**src/rtl/ascon_aead128_pkg.sv**
```systemverilog
`default_nettype none
// ============================================================================
// Module      : ascon_aead128_pkg
// Description : Shared types and round constants for the Ascon-AEAD128
//               control path and data path.
// Revision    : 1.0 - initial release
// ============================================================================
package ascon_aead128_pkg;

  // Permutation round index; 12 rounds for p^a, the last 8 of them for p^b.
  typedef logic [3:0] round_t;

  // Controller phases: idle, key/nonce init, associated data, data, finalise.
  typedef enum logic [2:0] {
    S_IDLE = 3'd0,
    S_INIT = 3'd1,
    S_AD   = 3'd2,
    S_DB   = 3'd3,
    S_FIN  = 3'd4
  } state_t;

  localparam round_t ROUNDS_A_START = 4'd0;  // p^a: rounds 0..11
  localparam round_t ROUNDS_B_START = 4'd4;  // p^b: rounds 4..11
  localparam round_t LAST_ROUND     = 4'd11;

endpackage : ascon_aead128_pkg
`default_nettype wire

```
**src/rtl/control_path.sv**
```systemverilog
`default_nettype none
// ============================================================================
// Module      : control_path
// Description : Ascon-AEAD128 encryption sequencer. Counts permutation rounds,
//               handshakes AD and plaintext blocks at round boundaries and
//               drives the data path muxes, XOR enables and tag strobe.
// Revision    : 1.0 - initial release
// ============================================================================
module control_path
  import ascon_aead128_pkg::*;
(
  input  logic       clk,
  input  logic       rst_n,
  input  logic       start,
  input  logic       new_key,
  input  logic       no_ad,
  input  logic       ad_valid,
  input  logic       ad_last,
  output logic       ad_ready,
  input  logic       db_valid,
  input  logic       db_last,
  output logic       db_ready,
  output logic       dout_valid,
  output logic       tag_valid,
  output logic       busy,
  output round_t     rnd,
  output logic       en_internal,
  output logic       en_new_key,
  output logic       sel_state,
  output logic       sel_din,
  output logic       sel_dout,
  output logic       sel_xor_data,
  output logic       end_ad,
  output logic [1:0] sel_xor_key
);

  state_t r_state;
  round_t r_cnt;
  logic   r_no_ad;
  logic   r_ad_done;

  state_t w_state_nxt;
  round_t w_cnt_nxt;
  logic   w_no_ad_nxt;
  logic   w_ad_done_nxt;

  // Boundary decisions: which block type is awaited and whether this is the
  // first absorption after initialisation (key XOR into s3:s4).
  logic w_from_init;
  logic w_want_ad;

  assign w_from_init = (r_state == S_INIT);
  assign w_want_ad   = (w_from_init && !r_no_ad) || ((r_state == S_AD) && !r_ad_done);

  // State, round counter and message flags; reset may hit mid-permutation.
  always_ff @(posedge clk) begin
    if (!rst_n) begin
      r_state   <= S_IDLE;
      r_cnt     <= '0;
      r_no_ad   <= 1'b0;
      r_ad_done <= 1'b0;
    end else begin
      r_state   <= w_state_nxt;
      r_cnt     <= w_cnt_nxt;
      r_no_ad   <= w_no_ad_nxt;
      r_ad_done <= w_ad_done_nxt;
    end
  end

  // Next-state and data path controls; defaults are the IDLE output values,
  // which also hold while reset is asserted.
  always_comb begin
    w_state_nxt   = r_state;
    w_cnt_nxt     = r_cnt;
    w_no_ad_nxt   = r_no_ad;
    w_ad_done_nxt = r_ad_done;
    ad_ready      = 1'b0;
    db_ready      = 1'b0;
    dout_valid    = 1'b0;
    tag_valid     = 1'b0;
    busy          = 1'b0;
    rnd           = '0;
    en_internal   = 1'b0;
    en_new_key    = 1'b0;
    sel_state     = 1'b1;
    sel_din       = 1'b0;
    sel_dout      = 1'b0;
    sel_xor_data  = 1'b0;
    end_ad        = 1'b0;
    sel_xor_key   = 2'b00;

    if (rst_n) begin
      case (r_state)
        S_IDLE: begin
          en_internal = start;
          en_new_key  = start & new_key;
          if (start) begin
            w_state_nxt   = S_INIT;
            w_cnt_nxt     = ROUNDS_A_START;
            w_no_ad_nxt   = no_ad;
            w_ad_done_nxt = 1'b0;
          end
        end

        S_INIT, S_AD, S_DB, S_FIN: begin
          busy      = 1'b1;
          sel_state = 1'b0;
          rnd       = r_cnt;
          if (r_cnt != LAST_ROUND) begin
            en_internal = 1'b1;
            w_cnt_nxt   = r_cnt + 4'd1;
          end else if (r_state == S_FIN) begin
            // Tag = s3:s4 ^ key, emitted without waiting.
            sel_xor_key = 2'b01;
            sel_dout    = 1'b1;
            tag_valid   = 1'b1;
            w_state_nxt = S_IDLE;
            w_cnt_nxt   = ROUNDS_A_START;
          end else if (w_want_ad) begin
            // Hold at the boundary until an AD block arrives.
            ad_ready     = 1'b1;
            sel_xor_data = 1'b1;
            sel_xor_key  = w_from_init ? 2'b01 : 2'b00;
            if (ad_valid) begin
              en_internal   = 1'b1;
              w_ad_done_nxt = ad_last;
              w_cnt_nxt     = ROUNDS_B_START;
              w_state_nxt   = S_AD;
            end
          end else begin
            // Hold at the boundary until a plaintext block arrives. The first
            // DB after INIT/AD carries the domain separation bit.
            db_ready     = 1'b1;
            dout_valid   = 1'b1;
            sel_din      = 1'b1;
            sel_xor_data = 1'b1;
            end_ad       = (r_state != S_DB);
            sel_xor_key  = {db_last, w_from_init};
            if (db_valid) begin
              en_internal = 1'b1;
              if (db_last) begin
                w_state_nxt = S_FIN;
                w_cnt_nxt   = ROUNDS_A_START;
              end else begin
                w_state_nxt = S_DB;
                w_cnt_nxt   = ROUNDS_B_START;
              end
            end
          end
        end

        default: begin
          w_state_nxt = S_IDLE;
          w_cnt_nxt   = '0;
        end
      endcase
    end
  end

endmodule : control_path
`default_nettype wire

```
**config.mk**
```make
export PLATFORM = sky130hd
export DESIGN_NAME = control_path
export DESIGN_NICKNAME = d
export VERILOG_FILES = /design/src/rtl/ascon_aead128_pkg.sv /design/src/rtl/control_path.sv
export SDC_FILE = /design/constraint.sdc
export NUM_CORES = 1
export LEC_CHECK = 0
export ABC_AREA = 1
export CAP_MARGIN = 15
export CORE_AREA = 2 2 55 57
export DETAILED_ROUTE_END_ITERATION = 10
export DIE_AREA = 0 0 57 59
export GPL_ROUTABILITY_DRIVEN = 1
export GPL_TIMING_DRIVEN = 0
export SKIP_CTS_REPAIR_TIMING = 1
export SYNTH_ARGS = -nofsm -noshare
export SYNTH_HDL_FRONTEND = slang
export SYNTH_SLANG_ARGS = --single-unit
export TNS_END_PERCENT = 1
```
**constraint.sdc**
```tcl
create_clock -name clk -period 1.85 [get_ports clk]
set_clock_uncertainty 0.15 [all_clocks]
set_input_delay 0.4625 -clock clk [delete_from_list [all_inputs] [get_ports clk]]
set_output_delay 0.4625 -clock clk [all_outputs]
set_load 0.05 [all_outputs]
```
# == Word level (Yosys, flattened, before mapping) ==
# Index checks and enable logic that the tools add are counted.
# W data, S select, Z words.
# totals
ff_bits,9
in_bits,9
output_inout_bits,18
# classes
addsub,1
n_eq_ne,15
muxes,66
n_bitwise,1
reduce_logical,12
# ops
cell,n
$mux W1,41
$mux W4,8
$mux W3,8
$ne A4 B4 Y1 const B,3
$mux W2,5
$ne A2 B2 Y1 const B,5
$ne A5 B5 Y1 const B,2
$pmux W4 S2,1
$eq A3 B2 Y1 const B,2
$pmux W3 S2,1
$reduce_and A6 Y1,1
$add A4 B1 Y4 const B,1
$pmux W1 S2,2
$reduce_and A4 Y1,1
$reduce_or A4 Y1,1
$eq A3 B1 Y1 const B,1
$eq A3 B3 Y1 const B,1
$logic_not A3 Y1,1
$ne A3 B2 Y1 const B,1
$reduce_and A3 Y1,1
$logic_and A1 B1 Y1,2
$logic_not A1 Y1,2
$reduce_and A2 Y1,1
$reduce_bool A2 Y1,1
2 further kinds,2

# == Depth between registers and ports, before layout ==
# Gate-level depths: netlist (run 1).
# logic_depth
depth_word,8
mapped_depth,10
ltp_nobuf,10

# == Worst setup path before layout (run 1) ==
# Ideal clock, no wire load.
# synth_path
kind,reg2out
start,register r_cnt[0]
end,output end_ad
arrival_ps,2119
required_ps,1237
setup_slack_ps,-881
stages_incl_launch_ff,7
cell_sequence,dfxtp_1 -> ha_1 -> nand3_1 -> inv_1 -> nand2_1 -> nor3_2 -> o21a_1
# synth_via
elab_chain_len,4
# synth_lines
item,line_no,rtl
from (decl),control_path.sv:38,round_t r_cnt;
from (signal assigned),control_path.sv:64,r_cnt <= w_cnt_nxt;
$ne A4 B4 Y1,control_path.sv:109,if (r_cnt != LAST_ROUND) begin
$mux W1,control_path.sv:109,
$mux W1,control_path.sv:93,case (r_state)
$mux W1,control_path.sv:92,if (rst_n) begin
to (decl),control_path.sv:33,"output logic end_ad,"
# No other way between the ends.

# == Worst setup path after layout (run 1) ==
# layout_path
start,register r_state[0]
end,output en_internal
# layout_via
elab_chain_len,8
# layout_lines
item,line_no,rtl
from (decl),control_path.sv:37,state_t r_state;
from (signal assigned),control_path.sv:63,r_state <= w_state_nxt;
$eq A3 B1 Y1 / $eq A3 B2 Y1 (equally long branches),"control_path.sv:52, control_path.sv:93, control_path.sv:53",
$logic_and A1 B1 Y1,control_path.sv:53,assign w_want_ad = (w_from_init && !r_no_ad) || ((r_state == S_AD) && !r_ad_done);
$logic_or A1 B1 Y1,control_path.sv:53,
$mux W1,control_path.sv:119,end else if (w_want_ad) begin
$mux W1,control_path.sv:112,end else if (r_state == S_FIN) begin
$mux W1,control_path.sv:109,
$pmux W1 S2 (*),control_path.sv:93,
$mux W1 (*),control_path.sv:92,
to (decl),control_path.sv:27,"output logic en_internal,"
# Mark *: on every way between the ends. The rest lies on a longest branch, timed or not.

==> results of run 1 <==
[worst max path at each step]
stage | start | endpoint | slack (ns) | cells after the start
after global placement | db_valid | en_internal | -0.97 | 6
after global routing | r_state[0] | en_internal | -0.50 | 9
after CTS | r_state[0] | en_internal | -1.09 | 9
after floorplan | r_cnt[1] | end_ad | -0.30 | 6
final | r_state[0] | en_internal | -0.41 | 9
after detailed placement | db_valid | en_internal | -0.96 | 6
[flip-flops by register name, indices dropped and copies added, names as in the netlist]
register and flops:
r_state 3, r_ad_done 1, r_cnt 4, r_no_ad 1
[critical path, delay by kind of cell, from the launching register on]
kind | cells | cell delay (ns)
AOI/OAI and AO/OA | 1 | 0.17
buffers and inverters | 2 | 0.22
and+or+nand+nor | 6 | 0.59
DFF | 1 | 0.40
[cells in the final DEF (no fill, tap or decap), types with 2 or more instances in the layout]
master,netlist,layout
dfxtp_4,0,5
nand3_2,4,3
nor2_2,3,4
nand2_1,28,26
inv_1,19,15
nand4_1,2,2
a21oi_1,8,7
inv_2,3,2
nand2_4,3,5
nand2_8,0,2
nor2_1,24,14
nand3_1,7,6
buf_4,3,9
buf_8,0,3
clkdlybuf4s50_1,0,7
nand2_2,6,4
buf_6,0,13
nor2_4,0,9
nand3_4,1,3
inv_4,0,4
clkbuf_4,0,3
dfxtp_1,9,4
o21ai_0,2,2
[report_power, final]
part | internal (mW) | total (mW) | switching, mW
clock network | 0.0834 | 0.158 | 0.0743
registers | 0.266 | 0.356 | 0.0900
logic | 0.419 | 1.14 | 0.717
total | 0.768 | 1.65 | 0.881
[routing by layer]
metal	share of wire [%]	up-vias
met5	0	-
met4	2.5	0
met3	4.5	5
met2	46	21
met1	47	395
li1	-	475
[cell families (layout without fill, tap and decap cells)]
logic type	Yosys count	in the layout	share of synthesized area, %
compound gates	13	13	9.322
xor+xnor	1	1	1.106
fa+ha+maj	1	1	1.580
buf+inv	26	60	13.90
flops	9	9	22.75
simple gates	80	80	51.34
[layout make-up]
class / instances / area (sq um)
Buffer: 4 / 27.53
Timing Repair Buffer: 30 / 326.6
Sequential cell: 9 / 198.9
Fill cell: 280 / 1324
Tap cell: 31 / 38.79
Multi-Input combinational cell: 95 / 671.9
Inverter: 22 / 96.34
Clock buffer: 4 / 26.28
[through the flow]
| stage | hold slack (ns) | instances |
|---|---|---|
| floorplan | 0.2971 | 130 |
| global placement | 0.3127 | 186 |
| detailed placement | 0.3188 | 186 |
| CTS | 0.3299 | 190 |
| global route | 0.3711 | 195 |
| finish | 0.3566 | 195 |
==> results.sh, run 1 <==
export IMPL_outcome="finished, violations left"
export IMPL_violations="negative setup slack"
export IMPL_grt_max_degree=10
export IMPL_dp_hpwl_um=1622
export IMPL_tns_ns=-4.179
export IMPL_use_met3_pct=1.528
export IMPL_route_detailed_drc=0
export IMPL_drive_gt1_share_pct=47.56
export IMPL_drt_pass1_iter_count=4
export IMPL_place_ws_ns=-0.9647
export IMPL_numPortBuffers=25
export IMPL_drtIter0Drc=15
export IMPL_timing_fmax_mhz=442.4
export IMPL_grt_busiest_layer="met2"
export IMPL_r2r_slack_ns=0.26
export IMPL_power_density_nw_per_um2=1190
export IMPL_numCtsBuffers=3
export IMPL_coreArea_sq_um=2710
export IMPL_drv_slew=0
export IMPL_slowest_delay_ns=0.40
export IMPL_track_usage_pct=12.82
export IMPL_die_h_um=59
export IMPL_synthCells=130
export IMPL_wl_um=2106
export IMPL_gp_congestion=0.8825
export IMPL_place_area_sq_um=1182
export IMPL_first_global_vias=767
export IMPL_grt_use_met1_pct=16.89
export IMPL_die_width_um=57
export IMPL_path_cells="inv_4 -> nor2_4 -> nand3_4 -> nand2_8 -> nand2_8 -> a21oi_4 -> nor2_2 -> nor2_2 -> buf_6"
export IMPL_fin_area_sq_um=1386
export IMPL_rsz0062_at_grt="true"
export IMPL_crit_arrival_ns=1.65
export IMPL_cp_max_fo=5
export IMPL_whs_endpoint="r_no_ad"
export IMPL_hold_start="r_no_ad"
export IMPL_crit_slowest_cell="dfxtp_4"
export IMPL_postSynthAreaPerCell_sq_um=6.092
export IMPL_antenna_cells=0
export IMPL_grt_pass1_wl_um=3381
export IMPL_syn_num_nets=140
export IMPL_antenna_found_initial=0
export IMPL_fp_row_count=19
export IMPL_tightest_slew_ns=0.2603
export IMPL_hp_class="reg -> reg"
export IMPL_synth_area_leaders="dfxtp_1 (23%), nand2_1 (13%), nor2_1 (11%)"
export IMPL_end_kind="output pin"
export IMPL_synthArstFlopShare_pct=0
export IMPL_synth_most_common_cell="nand2_1"
export IMPL_min_path_cells=2
export IMPL_path_class="reg -> out"
export IMPL_clk_pin_slew_worst_paths_ns=0.06
export IMPL_yosysWarningCount=0
export IMPL_cts_buffer_depth=2
export IMPL_met2_usage_pct=20.03
export IMPL_fin_util_pct=51.15
export IMPL_syn_to_final_growth_pct=75.04
export IMPL_setup_viol=18
export IMPL_ys_ff_latch=9
export IMPL_total_power_mw=1.649
export IMPL_ios=27
export IMPL_mappedNetlistArea_sq_um=792.0
export IMPL_relSlewSlack_pct=82.60
export IMPL_critPathRequiredTime_ns=1.24
export IMPL_die_area_sq_um=3363
export IMPL_start_util_pct=29.22
export IMPL_r2r_cells=10
export IMPL_hold_viol_final=0
export IMPL_tritoncts="built"
export IMPL_synth_seq_area_share_pct=22.75
export IMPL_cts_root_buffer="clkbuf_4"
export IMPL_clk_latency_ns=0.26
export IMPL_max_cap_viol_count=0
export IMPL_critPathLaunchType="register"
export IMPL_drtAntennaViolNets=0
export IMPL_r2r_start="r_state[0]"
export IMPL_synthDistinctLibCells=23
export IMPL_fin_ws_ns=-0.4106
export IMPL_ir_drop_mv=0.6174
export IMPL_synth_edf_count=0
export IMPL_nets=175
export IMPL_htreeDepth=1
export IMPL_fin_crit_ns=2.261
export IMPL_overflow=0
export IMPL_ys_flop_type="dfxtp_1"
export IMPL_vias=896
export IMPL_leakage_nw=0.6188
export IMPL_synth_top_area_cell="dfxtp_1"
export IMPL_clock_sinks=9
export IMPL_min_period_over_period_pct=122.2
export IMPL_synth_top_area_share_pct=22.75
export IMPL_synth_common_cells="nand2_1 (28), nor2_1 (24), inv_1 (19), dfxtp_1 (9), a21oi_1 (8)"
export IMPL_rr_endpoint="r_cnt[2]"
export IMPL_wl_per_cell_um=10.80
export IMPL_routed_via_density=4.595
(Power assumes the default switching activity.)
==> inputs of run 2 (changes only) <==
- CORE_AREA: 2 2 55 57 -> 2 2 46 48
- DIE_AREA: 0 0 57 59 -> 0 0 48 50
- PLACE_DENSITY: default -> 0.75
- REMOVE_ABC_BUFFERS: default -> 1
==> run 2 against run 1 <==
The flow still finishes with violations (negative setup slack). Sequential power decreased by 4%. Final cell count decreased by 2.6%. Via count decreased by 0.33%. Global-route usage increased by 5.3 points. Hold slack got worse by 0.0072 ns.
==> results.sh, run 2 (synthesis gave the netlist of run 1 again) <==
export IMPL_outcome="finished, violations left"
export IMPL_violations="negative setup slack"
export IMPL_start_util_pct=41.64
export IMPL_p_switching_mw=0.7832
export IMPL_antenna_found_initial=0
export IMPL_antenna_cells=0
export IMPL_p_sw_share_pct=52.57
export IMPL_wl_per_cell_um=11.15
export IMPL_syn_to_final_growth_pct=52.29
export IMPL_min_period_over_period_pct=121.1
export IMPL_path_cells="inv_2 -> nor2_2 -> nand3_4 -> nand2_4 -> nand2_4 -> a21oi_4 -> nor2_1 -> nor2_1 -> buf_6"
export IMPL_r2r_slack_ns=0.25
export IMPL_fin_crit_ns=2.240
export IMPL_slowest_delay_ns=0.39
export IMPL_setup_viol=18
export IMPL_vias=893
export IMPL_fin_ws_ns=-0.3899
export IMPL_grt_pass1_wl_um=3180
export IMPL_regMostFlops="r_cnt"
export IMPL_fin_area_sq_um=1206
export IMPL_critPathLaunchType="register"
export IMPL_hp_class="reg -> reg"
export IMPL_tritoncts="built"
export IMPL_dp_hpwl_um=1577
export IMPL_critPathRequiredTime_ns=1.24
export IMPL_largest_registers="r_cnt: 4 flops, r_state: 3 flops"
export IMPL_holdWs_ns=0.3493
export IMPL_die_h_um=50
export IMPL_relSlewSlack_pct=70.16
export IMPL_timing_fmax_mhz=446.5
export IMPL_final_common_cell="nand2_1"
export IMPL_hold_start="r_ad_done"
export IMPL_r2r_cells=10
export IMPL_hold_viol_final=0
export IMPL_ir_drop_mv=0.7600
export IMPL_p_clk_share_pct=10.4
export IMPL_track_usage_pct=18.16
export IMPL_wl_um=2118
export IMPL_drtAntennaViolNets=0
export IMPL_first_global_vias=755
export IMPL_cp_max_fo=5
export IMPL_fp_row_count=16
export IMPL_tightest_slew_ns=0.4469
export IMPL_p_comb_share_pct=66.7
export IMPL_rsz0062_at_grt="true"
export IMPL_leakage_nw=0.5940
export IMPL_drtIter0Drc=14
export IMPL_numPortBuffers=26
export IMPL_seqPwrFrac_pct=22.8
export IMPL_grt_max_degree=10
export IMPL_internal_power_mw=0.7066
export IMPL_clk_latency_ns=0.26
export IMPL_final_cell_mix="nand2_1 (27), nor2_1 (20), inv_1 (16)"
export IMPL_end_kind="output pin"
export IMPL_cts_root_buffer="clkbuf_4"
export IMPL_drv_slew=0
export IMPL_nets=174
export IMPL_clk_pin_slew_worst_paths_ns=0.06
export IMPL_crit_arrival_ns=1.63
export IMPL_ios=27
export IMPL_power_density_nw_per_um2=1235
export IMPL_largest_reg_flops=4
export IMPL_path_class="reg -> out"
export IMPL_rr_endpoint="r_cnt[2]"
export IMPL_drive_gt1_share_pct=40.49
export IMPL_coreArea_sq_um=1902
export IMPL_die_area_sq_um=2400
export IMPL_clock_sinks=9
export IMPL_route_detailed_drc=0
export IMPL_overflow=0
export IMPL_numCtsBuffers=3
export IMPL_whs_endpoint="r_ad_done"
export IMPL_drt_pass1_iter_count=4
export IMPL_place_area_sq_um=1059
export IMPL_max_cap_viol_count=0
export IMPL_min_path_cells=2
export IMPL_routed_via_density=4.700
export IMPL_r2r_start="r_state[0]"
export IMPL_cts_buffer_depth=2
export IMPL_crit_slowest_cell="dfxtp_4"
export IMPL_fin_util_pct=63.42
export IMPL_die_width_um=48
export IMPL_htreeDepth=1
export IMPL_gp_congestion=0.8941
-- run 2: worst max-delay path: cells and delay by family, from the launching register on --
family	cells	cell delay, ns
flops	1	0.39
buf+inv	2	0.22
simple gates	6	0.60
compound gates	1	0.15
-- run 2: cell type report --
| type | count | area, sq um |
|---|---|---|
| fillers | 176 | 695.7 |
| multi-input cells | 95 | 563.0 |
| repair buffers | 33 | 301.5 |
| flip-flops and latches | 9 | 198.9 |
| inverters | 22 | 82.58 |
| well taps | 27 | 33.78 |
| clock buffers | 4 | 26.28 |
-- run 2: power by group through the flow --
stage	Clock, mW	Sequential [mW]	Combinational [mW]
3_3_place_gp	0	0.311	0.842
5_1_grt	0.179	0.350	1.11
3_5_place_dp	0	0.314	0.856
6_report	0.155	0.340	0.994
2_1_floorplan	0	0.298	0.669
4_1_cts	0.162	0.310	0.862
-- run 2: stage by stage --
| stage | total power, mW | worst slack (ns) | instances | TNS (ns) |
|---|---|---|---|---|
| 3_3_place_gp | 1.153 | -1.370 | 179 | -19.90 |
| 5_1_grt | 1.634 | -0.4958 | 190 | -6.241 |
| 3_5_place_dp | 1.170 | -1.410 | 179 | -20.64 |
| 4_1_cts | 1.334 | -1.404 | 183 | -20.46 |
| 6_report | 1.490 | -0.3899 | 190 | -4.614 |
| 2_1_floorplan | 0.9675 | -1.979 | 126 | -13.14 |
-- run 2: how the worst max path moves through the flow --
| stage | startpoint | endpoint | slack (ns) | depth (start not counted) |
|---|---|---|---|---|
| 2_1_floorplan | r_cnt[0] | end_ad | -1.98 | 6 |
| 3_3_place_gp | rst_n | end_ad | -1.37 | 5 |
| 3_5_place_dp | rst_n | end_ad | -1.41 | 5 |
| 4_1_cts | rst_n | end_ad | -1.40 | 5 |
| 5_1_grt | r_state[0] | en_internal | -0.50 | 9 |
| 6_report | r_state[0] | en_internal | -0.39 | 9 |
-- run 2: per-layer routing --
layer  up-vias  share of wire, %  track usage (%)
li1        467                 -                -
met1       400                42            22.57
met2        22                52            30.00
met3         4               4.4            4.029
met4         0              0.80            5.405
met5         -                 0                0
==> inputs of run 3 (changes only) <==
- CORE_AREA: 2 2 46 48 -> 2 2 40 42
- DIE_AREA: 0 0 48 50 -> 0 0 42 44
- DONT_BUFFER_PORTS: default -> 1
- PLACE_DENSITY: 0.75 -> 0.72
- REMOVE_ABC_BUFFERS: 1 -> default
==> run 3 against run 2 <==
The flow still finishes with violations (negative setup slack). Final cell count shrank 19%. Power shrank 7.0%. Sequential share of layout area grew 2.6 points. Largest cell class unchanged. First-iteration DRC count grew 7.1%. Sequential cell count is the same. Non-clock buffer count shrank 25. Die area shrank 23%.
==> results.sh, run 3 (synthesis gave the netlist of run 1 again) <==
export IMPL_p_comb_share_pct=65.5
export IMPL_met2_usage_pct=32.19
export IMPL_syn_to_final_growth_pct=26.86
export IMPL_die_h_um=44
export IMPL_largest_reg_flops=4
export IMPL_total_power_mw=1.386
export IMPL_grt_pass1_wl_um=2925
export IMPL_ir_drop_mv=0.7333
export IMPL_hp_class="in -> reg"
export IMPL_numPortBuffers=0
export IMPL_htreeDepth=1
export IMPL_drt_pass1_iter_count=4
export IMPL_overflow=0
export IMPL_drive_gt1_share_pct=40.58
export IMPL_timing_fmax_mhz=396.0
export IMPL_seqPwrFrac_pct=23.5
export IMPL_fp_row_count=14
export IMPL_regMostFlops="r_cnt"
export IMPL_first_global_vias=713
export IMPL_fin_ws_ns=-0.6750
export IMPL_nets=149
export IMPL_die_width_um=42
export IMPL_whs_endpoint="r_no_ad"
export IMPL_power_density_nw_per_um2=1380
export IMPL_multi_input_area_sq_um=616.8
export IMPL_coreArea_sq_um=1419
export IMPL_r2r_cells=8
export IMPL_track_usage_pct=20.73
export IMPL_use_met3_pct=4.583
export IMPL_clk_pin_slew_worst_paths_ns=0.07
export IMPL_numCtsBuffers=3
export IMPL_largest_registers="r_cnt: 4 flops, r_state: 3 flops"
export IMPL_max_cap_viol_count=0
export IMPL_hold_viol_final=0
export IMPL_relSlewSlack_pct=31.02
export IMPL_final_cell_mix="nand2_1 (26), inv_1 (16), nor2_1 (15)"
export IMPL_cts_buffer_depth=2
export IMPL_cp_max_fo=5
export IMPL_clock_sinks=9
export IMPL_routed_via_density=5.234
export IMPL_cts_root_buffer="clkbuf_4"
export IMPL_num_fill_cells=136
export IMPL_p_clk_share_pct=11.0
export IMPL_critPathRequiredTime_ns=1.24
export IMPL_p_switching_mw=0.7919
export IMPL_start_util_pct=55.82
export IMPL_drtAntennaViolNets=0
export IMPL_tns_ns=-8.715
export IMPL_r2r_slack_ns=0.30
export IMPL_vias=806
export IMPL_die_area_sq_um=1848
export IMPL_critPathLaunchType="register"
export IMPL_place_ws_ns=-0.3888
export IMPL_ios=27
export IMPL_fin_util_pct=70.81
export IMPL_regArea_sq_um=191.4
export IMPL_tightest_slew_ns=1.038
export IMPL_drtIter0Drc=15
export IMPL_grt_max_degree=10
export IMPL_wl_per_cell_um=11.71
export IMPL_fin_area_sq_um=1005
export IMPL_hold_start="no_ad"
export IMPL_antenna_cells=0
export IMPL_crit_arrival_ns=1.91
export IMPL_route_detailed_drc=0
export IMPL_wl_um=1803
export IMPL_rsz0062_at_grt="true"
export IMPL_path_class="reg -> out"
export IMPL_grt_use_met1_pct=29.01
export IMPL_violations="negative setup slack"
export IMPL_fin_crit_ns=2.525
export IMPL_grt_busiest_layer="met2"
export IMPL_dp_hpwl_um=1407
export IMPL_clk_latency_ns=0.26
export IMPL_end_kind="output pin"
export IMPL_place_area_sq_um=913.4
export IMPL_min_path_cells=2
export IMPL_r2r_start="r_state[0]"
export IMPL_gp_congestion=0.9308
export IMPL_tritoncts="built"
export IMPL_leakage_nw=0.4347
export IMPL_p_sw_share_pct=57.13
export IMPL_antenna_found_initial=0
export IMPL_drv_slew=0
export IMPL_outcome="finished, violations left"
export IMPL_internal_power_mw=0.5942
export IMPL_rr_endpoint="r_ad_done"
export IMPL_setup_viol=18
export IMPL_final_common_cell="nand2_1"
export IMPL_min_period_over_period_pct=136.5
==> run 3: cell count changes in the layout (fill, tap and decap cells not counted), sizes merged <==
cell / change
dlymetal6s2s: -1
clkdlybuf4s50: -7
inv: -2
buf: -17
clkinvlp: +2
==> run 3: final cells by class <==
class / instances / area share, %
buffer: 4 / 2.740
clock buffer: 4 / 2.615
inverter: 22 / 9.215
multi-input combinational: 95 / 61.40
sequential: 9 / 19.05
tap: 16 / 1.993
timing repair buffer: 4 / 2.989
==> run 3: worst max-delay path by stage <==
| stage | to | cells after the start | start |
|---|---|---|---|
| 3_3_place_gp | end_ad | 4 | rst_n |
| 4_1_cts | end_ad | 5 | r_state[0] |
| 5_1_grt | end_ad | 6 | r_cnt[0] |
| 2_1_floorplan | end_ad | 6 | r_cnt[1] |
| 3_5_place_dp | end_ad | 4 | rst_n |
| 6_report | end_ad | 6 | r_cnt[0] |
==> run 3: power by group through the flow <==
stage,clock network (mW),registers (mW),logic [mW]
2_1_floorplan,0,0.311,0.743
3_3_place_gp,0,0.326,0.841
6_report,0.152,0.326,0.908
3_5_place_dp,0,0.325,0.852
5_1_grt,0.167,0.333,1.01
4_1_cts,0.156,0.322,0.856
==> run 3: metal layers <==
metal | wire (um) | up-vias | share of wire [%]
li1 | - | 419 | -
met1 | 857 | 359 | 48
met2 | 830 | 24 | 46
met3 | 96 | 4 | 5.3
met4 | 18 | 0 | 1.0
met5 | 0 | - | 0
==> run 3: through the flow <==
step | hold WS, ns | instances
3_3_place_gp | 0.3364 | 146
4_1_cts | 0.2526 | 150
6_report | 0.2520 | 154
5_1_grt | 0.3062 | 154
2_1_floorplan | 0.2971 | 130
3_5_place_dp | 0.3399 | 146
==> run 3: critical path, cell delays in order, from the launching register on <==
cell and delay [ns]:
dfxtp_4 0.36, ha_4 0.15, nand3_4 0.09, inv_4 0.09, nand2_8 0.06, nor3_4 0.57, o21a_4 0.32
